`config.mk`:
```
export PLATFORM = sky130hd
export DESIGN_NAME = pixel_packetizer
export DESIGN_NICKNAME = d
export VERILOG_FILES = /design/src/rtl/pixel_packetizer.sv
export SDC_FILE = /design/constraint.sdc
export NUM_CORES = 1
export LEC_CHECK = 0
export BUFFER_PORTS_ARGS = -buffer_cell sky130_fd_sc_hd__clkbuf_2
export CAP_MARGIN = 15
export CELL_PAD_IN_SITES_DETAIL_PLACEMENT = 0
export CELL_PAD_IN_SITES_GLOBAL_PLACEMENT = 2
export CORE_ASPECT_RATIO = 1.2
export CORE_MARGIN = 1
export CORE_UTILIZATION = 35
export CTS_BUF_LIST = sky130_fd_sc_hd__clkbuf_2
export DETAILED_ROUTE_END_ITERATION = 10
export HOLD_SLACK_MARGIN = 0.1
export PLACE_DENSITY = 0.67
export SLEW_MARGIN = 20
export SYNTH_ARGS = -nofsm -noshare
export SYNTH_HDL_FRONTEND = slang
export SYNTH_SLANG_ARGS = --single-unit
```
`constraint.sdc`:
```
create_clock -name clk -period 7.7 [get_ports clk]
set_input_delay 1.54 -clock clk [delete_from_list [all_inputs] [get_ports clk]]
set_output_delay 1.54 -clock clk [all_outputs]
set_load 0.01 [all_outputs]
```
`src/rtl/pixel_packetizer.sv`:
```
// pixel_packetizer: tags RGB444 capture pixels with sop/eop frame markers
// and buffers them in a small FIFO toward a ready/valid downstream filter.
//   clk, reset (async active-low)
//   pix_data/pix_valid/frame_start : capture side, no backpressure
//   data_out/sop_out/eop_out/valid_out/ready_in : downstream beat handshake
//   overflow    : sticky, a pixel of the current frame was dropped (FIFO full)
//   frame_error : sticky, a frame restarted before reaching its eop
module pixel_packetizer #(
    parameter int FRAME_W    = 320,
    parameter int FRAME_H    = 240,
    parameter int FIFO_DEPTH = 16
) (
    input  logic        clk,
    input  logic        reset,
    input  logic [11:0] pix_data,
    input  logic        pix_valid,
    input  logic        frame_start,
    input  logic        ready_in,
    output logic [11:0] data_out,
    output logic        sop_out,
    output logic        eop_out,
    output logic        valid_out,
    output logic        overflow,
    output logic        frame_error
);
    localparam int NPIX = FRAME_W * FRAME_H;
    localparam int CW = NPIX > 1 ? $clog2(NPIX) : 1;
    localparam int AW = $clog2(FIFO_DEPTH);
    localparam logic [CW-1:0] LAST = CW'(NPIX - 1);
    localparam logic [AW:0] FULL_OCC = (AW + 1)'(FIFO_DEPTH);

    typedef enum logic {IDLE, ACTIVE} state_t;

    state_t          state_q;
    logic [CW-1:0]   cnt_q;
    logic [AW-1:0]   wr_q, rd_q;
    logic [AW:0]     occ_q;
    logic            ovf_q, ferr_q;
    logic [13:0]     mem_q [FIFO_DEPTH];

    logic            accept, last, full, push, pop;
    logic [CW-1:0]   idx;
    logic [13:0]     head;

    // A frame_start always restarts numbering at 0, whatever the state.
    assign accept = pix_valid && (frame_start || state_q == ACTIVE);
    assign idx    = frame_start ? '0 : cnt_q;
    assign last   = idx == LAST;
    // Full is judged on the pre-pop occupancy, so a full FIFO drops even if
    // the downstream is draining a beat in the same cycle.
    assign full   = occ_q == FULL_OCC;
    assign push   = accept && !full;
    assign pop    = valid_out && ready_in;

    assign valid_out = occ_q != '0;
    assign head      = mem_q[rd_q];
    assign {sop_out, eop_out, data_out} = valid_out ? head : 14'd0;
    assign overflow    = ovf_q;
    assign frame_error = ferr_q;

    always_ff @(posedge clk or negedge reset) begin
        if (!reset) begin
            state_q <= IDLE;
            cnt_q   <= '0;
            wr_q    <= '0;
            rd_q    <= '0;
            occ_q   <= '0;
            ovf_q   <= 1'b0;
            ferr_q  <= 1'b0;
        end else begin
            // The counter advances even on a dropped pixel so eop stays put.
            if (accept) begin
                cnt_q   <= last ? '0 : idx + 1'b1;
                state_q <= last ? IDLE : ACTIVE;
                ovf_q   <= (ovf_q && !frame_start) || full;
            end
            if (pix_valid && frame_start && state_q == ACTIVE)
                ferr_q <= 1'b1;
            if (push)
                wr_q <= wr_q + 1'b1;
            if (pop)
                rd_q <= rd_q + 1'b1;
            occ_q <= occ_q + (AW + 1)'(push) - (AW + 1)'(pop);
        end
    end

    always_ff @(posedge clk) begin
        if (push)
            mem_q[wr_q] <= {frame_start, last, pix_data};
    end
endmodule

```
# Word-level counts from Yosys, hierarchy flattened
# Memories as Yosys holds them, arrays and structs flattened.
# Cells that the tools add are included.
[op_classes]
n_addsub = 5
eq_ne = 2
n_mux = 6
n_reduce_logical = 11
[ops]
columns = ["op", "count"]
rows = [
  ["17-bit 2-to-1 mux", 2],
  ["17-bit by 1-bit adder with 17-bit output, second input constant", 1],
  ["17-bit equality test, second input constant", 1],
  ["14-bit 2-to-1 mux", 1],
  ["4-bit by 1-bit adder with 4-bit output, second input constant", 2],
  ["1-bit logical AND", 6],
  ["5-bit by 1-bit adder with 5-bit output", 1],
  ["5-bit equality test, second input constant", 1],
  ["5-bit nonzero test", 1],
  ["5-bit by 1-bit subtractor with 5-bit output", 1],
  ["1-bit 2-to-1 mux", 3],
  ["1-bit logical NOT", 2],
  ["1-bit logical OR", 2],
]
[word_totals]
register_bits = 33
ramBits = 224
input_bits = 17
out_inout_bits = 17
elab_cells = 32
mem_count = 1
[memory_table]
columns = ["name", "depth", "width", "rd", "rd_clocked_by_memory_dff", "write_ports", "line_no", "text"]
rows = [
  ["mem_q", 16, 14, 1, 0, 1, "39", "logic [13:0] mem_q [FIFO_DEPTH];"],
]

# Longest topological paths before layout
[depth]
depth_word = 5
ltp_mapped = 13
mapped_depth_nobuf = 13

# Least setup slack after synthesis
# No wires, ideal clock.
[synth_path]
path_type = "input to register"
startpoint = "in frame_start"
endpoint = "mem mem_q[3][0], enable pin"
setup_time_ns = 0.403
arrival_ns = 3.342
required_ns = 7.297
slack_ns = 3.955
cell_stages = 5
n_path_buf = 1
path_cell_list = "buf_6 o21ai_1 nor2_1 nand2_1 nor3_1"
[synth_between]
elab_chain_len = 5
[synth_lines]
columns = ["element", "line_no", "text"]
rows = [
  ["start, declared", "17", "input logic frame_start,"],
  ["1-bit logical OR", "46", "assign accept = pix_valid && (frame_start || state_q == ACTIVE);"],
  ["1-bit logical AND", "46", ""],
  ["1-bit logical AND", "52", "assign push = accept && !full;"],
  ["1-bit 2-to-1 mux", "88", "if (push)"],
  ["1-bit 2-to-1 mux (not written as such)", "89", "mem_q[wr_q] <= {frame_start, last, pix_data};"],
  ["end, declared", "39", ""],
]
# No other way between the ends.

# Final worst setup path
[layout_path]
startpoint = "reg rd_q[0]"
endpoint = "out data_out[1]"
[layout_between]
elab_chain_len = 2
[layout_lines]
columns = ["element", "line_no", "text"]
rows = [
  ["start, declared", "36", "logic [AW-1:0] wr_q, rd_q;"],
  ["start signal, assigned", "82", "rd_q <= rd_q + 1'b1;"],
  ["memory 16 x 14 bit", "n/a", ""],
  ["14-bit 2-to-1 mux", "57", "assign {sop_out, eop_out, data_out} = valid_out ? head : 14'd0;"],
  ["end, declared", "19", "output logic [11:0] data_out,"],
]
# No other way between the ends.

==> run metrics <==
Synth Cell Area=roughly 0.010 mm^2; placed cell areas=~0.011 mm^2; placed cell count=960; Peak VDD IR=0.0001621 V; CP endpoint kind=output port; Clk Latency, worst-skew pair=0.84 ns; RSZ-0062 raised after global routing=false; Worst Setup Start Kind=flop; most frequent cells in the layout=edfxtp_1 (224), clkbuf_2 (127), mux4_2 (56); Final ANT Viol Nets=0; gr ovfl total=0; sw frac=0.3318; I/O pin cnt=34; Synth Register Bits=257; Post-Synth XOR/XNOR Area=0.008442; clk_skew=0.1095 ns; slowest stage delay, CP=0.81 ns; Slew Viols, Final=0; Internal=between 2 and 3 mW; Worst Setup Slack post-DPL=between 3 and 4 ns; Power Density=~330 mW/mm^2; syn nets=slightly below 600; mux contribution to synthesized area=0.1506; CTS max path bufs=3; Min Hold Slack=~0.50 ns; drt total wl=between 20000 and 25000 um; simple-gate share of the synthesized area=0.04981; CP cell instances=buf_4 -> mux4_2 -> mux2i_1 -> o22ai_1 -> clkbuf_2; total power=between 3 and 4 mW; Synth warnings=0; Die Height=190.6 um; H-Tree Depth=3; status=finished clean; Num CTS Buffers=66; crit share post-route=0.6508; Setup Crit Path Kind=reg2out; NumNets Final=between 600 and 700; layout cell share with drive strength beyond 1=0.3242; synthesized instance count=551; design area=roughly 0.012 mm^2; via count=about 5400; adder-cell share of the synthesized area=0.01640; Max Cap Viol=0; Flop pwr share=0.486; crit path buf inv count=2; final std cells w/o fill=roughly 1100; Fin. Hold Viols=0; Initial Utilization=0.3587; CTS tree=yes; Comb pwr share=0.267; worst hold path type=reg2reg; Async S/R FF share, synth=0.1284; setup tns final=0 ns; Layout area overhead=12.87%; 1st-iter DRT viols=380; HPWL after DPL=about 13000 um; routed len/inst=approximately 21 um; RD Place Congestion=between 0.7 and 0.8; Sink Count=roughly 260; sw power=about 1.3 mW; main combinational cell family by area after synthesis=multiplexers; final setup margin=around 2.7 ns; Compound-Gate Fraction of Synth Area=0.03063; worst endpoint required time=6.16 ns; clock power share=0.247; Core Util, Final=0.4048; DRC violations left=0; initial antenna violation count=1; CTS Hold Buffers Added=0; total track usage=0.1543; crit path time final=5.011 ns; Root Driver=clkbuf_2; First-pass DRT Iterations=5; die width=~160 um; largest net degree at the start of global routing=60; Post-Syn Area per Cell=between 15 and 20 um^2; row count=~70; Crit path arrival time=about 3.5 ns; most common cell after layout, fill and taps aside=edfxtp_1; P_leak=roughly 4.2 nW; sequential share of the synthesized area=0.7279; Via density=5.021; die area=roughly 0.030 mm^2; Slew Limit Headroom=0.2666; f_max=~200 MHz; post-cts sizing count=0; Final setup viols=0; post-CTS setup buffer count=0; ys flop type=edfxtp_1; first-pass GRT wire length=approximately 34000 um; maximum fanout along the worst path=31; Core Box Area=roughly 0.029 mm^2; Post-synth EDFFs=between 200 and 250; cell family with most CP delay=buffers and inverters; Max stage delay cell, worst path=dfrtp_4; vias in the first global route=5837; count of buffers from port buffering=33; Clock transition at path regs=roughly 0.080 ns; Distinct cells, synth=47; worst-margin pin slew=1.100 ns
==> cell usage after synthesis, types with 2 or more instances <==
| library cell | count | area (um^2) |
|---|---|---|
| a21oi_1 | 11 | 55.05 |
| a22oi_1 | 2 | 15.01 |
| a31oi_1 | 4 | 25.02 |
| and2_1 | 3 | 18.77 |
| buf_1 | 4 | 15.01 |
| buf_2 | 5 | 25.02 |
| buf_4 | 2 | 15.01 |
| clkbuf_1 | 14 | 52.55 |
| dfrtp_1 | 33 | 825.8 |
| edfxtp_1 | 224 | 6726 |
| ha_1 | 12 | 150.1 |
| inv_1 | 13 | 48.80 |
| mux2i_1 | 29 | 290.3 |
| mux4_2 | 56 | 1261 |
| nand2_1 | 22 | 82.58 |
| nand2b_1 | 4 | 25.02 |
| nand3_1 | 11 | 55.05 |
| nand4_1 | 6 | 37.54 |
| nor2_1 | 20 | 75.07 |
| nor2b_1 | 3 | 18.77 |
| nor3_1 | 7 | 35.03 |
| nor4_2 | 2 | 25.02 |
| o21ai_0 | 13 | 65.06 |
| o22ai_1 | 14 | 87.58 |
| o41ai_1 | 3 | 26.28 |
| or3_1 | 4 | 25.02 |
| or4b_1 | 2 | 20.02 |
| xnor2_1 | 7 | 61.31 |
| xor2_1 | 3 | 26.28 |
==> flip-flops by register name, indices dropped and copies added (netlist names) <==
register     flops
cnt_q           17
frame_error      1
state_q          1
occ_q            5
rd_q             4
overflow         1
mem_q          224
wr_q             4
==> area by class of cell <==
class	instances	area (um^2)
multi-input cells	255	2678
fillers	2647	17220
clock inverters	25	175.2
diodes	1	2.502
flip-flops and latches	257	7561
repair buffers	50	292.8
inverters	13	48.80
well taps	385	481.7
clock buffers	94	470.5
==> power by group through the flow <==
stage / Combinational [mW] / Clock [mW] / Sequential (mW)
6_report: 1.03 / 0.954 / 1.88
4_1_cts: 1.05 / 0.996 / 1.89
5_1_grt: 1.12 / 1.07 / 1.91
3_5_place_dp: 1.05 / 0 / 1.92
2_1_floorplan: 0.859 / 0 / 1.72
3_3_place_gp: 1.03 / 0 / 1.91
==> cell families (layout without fill, tap and decap cells) <==
logic type / Yosys count / in the layout
other cells: 0 / 1
simple gates: 93 / 93
compound gates: 53 / 53
xor+xnor: 10 / 10
flops: 257 / 257
buf+inv: 39 / 182
fa+ha+maj: 13 / 13
mux: 86 / 86
==> final timing paths <==
path | to | from | slack (ns) | depth (start not counted)
max in group asynchronous | rd_q[1] | reset | 6.17 | 1
min in group asynchronous | wr_q[1] | reset | 0.87 | 1
worst min register to register | rd_q[3] | rd_q[3] | 0.50 | 1
worst min-delay path | rd_q[3] | rd_q[3] | 0.50 | 1
worst max-delay path | data_out[1] | rd_q[0] | 2.69 | 5
worst max register to register | occ_q[4] | occ_q[2] | 4.71 | 12
==> routing by layer <==
layer	up-vias	global-route usage	wire length [um]
li1	2447	-	-
met1	2793	0.1881	9103
met2	152	0.2675	11400
met3	31	0.03958	1379
met4	0	0.05067	336
met5	-	0	0
Note: power is estimated with default switching activity, not from simulation.
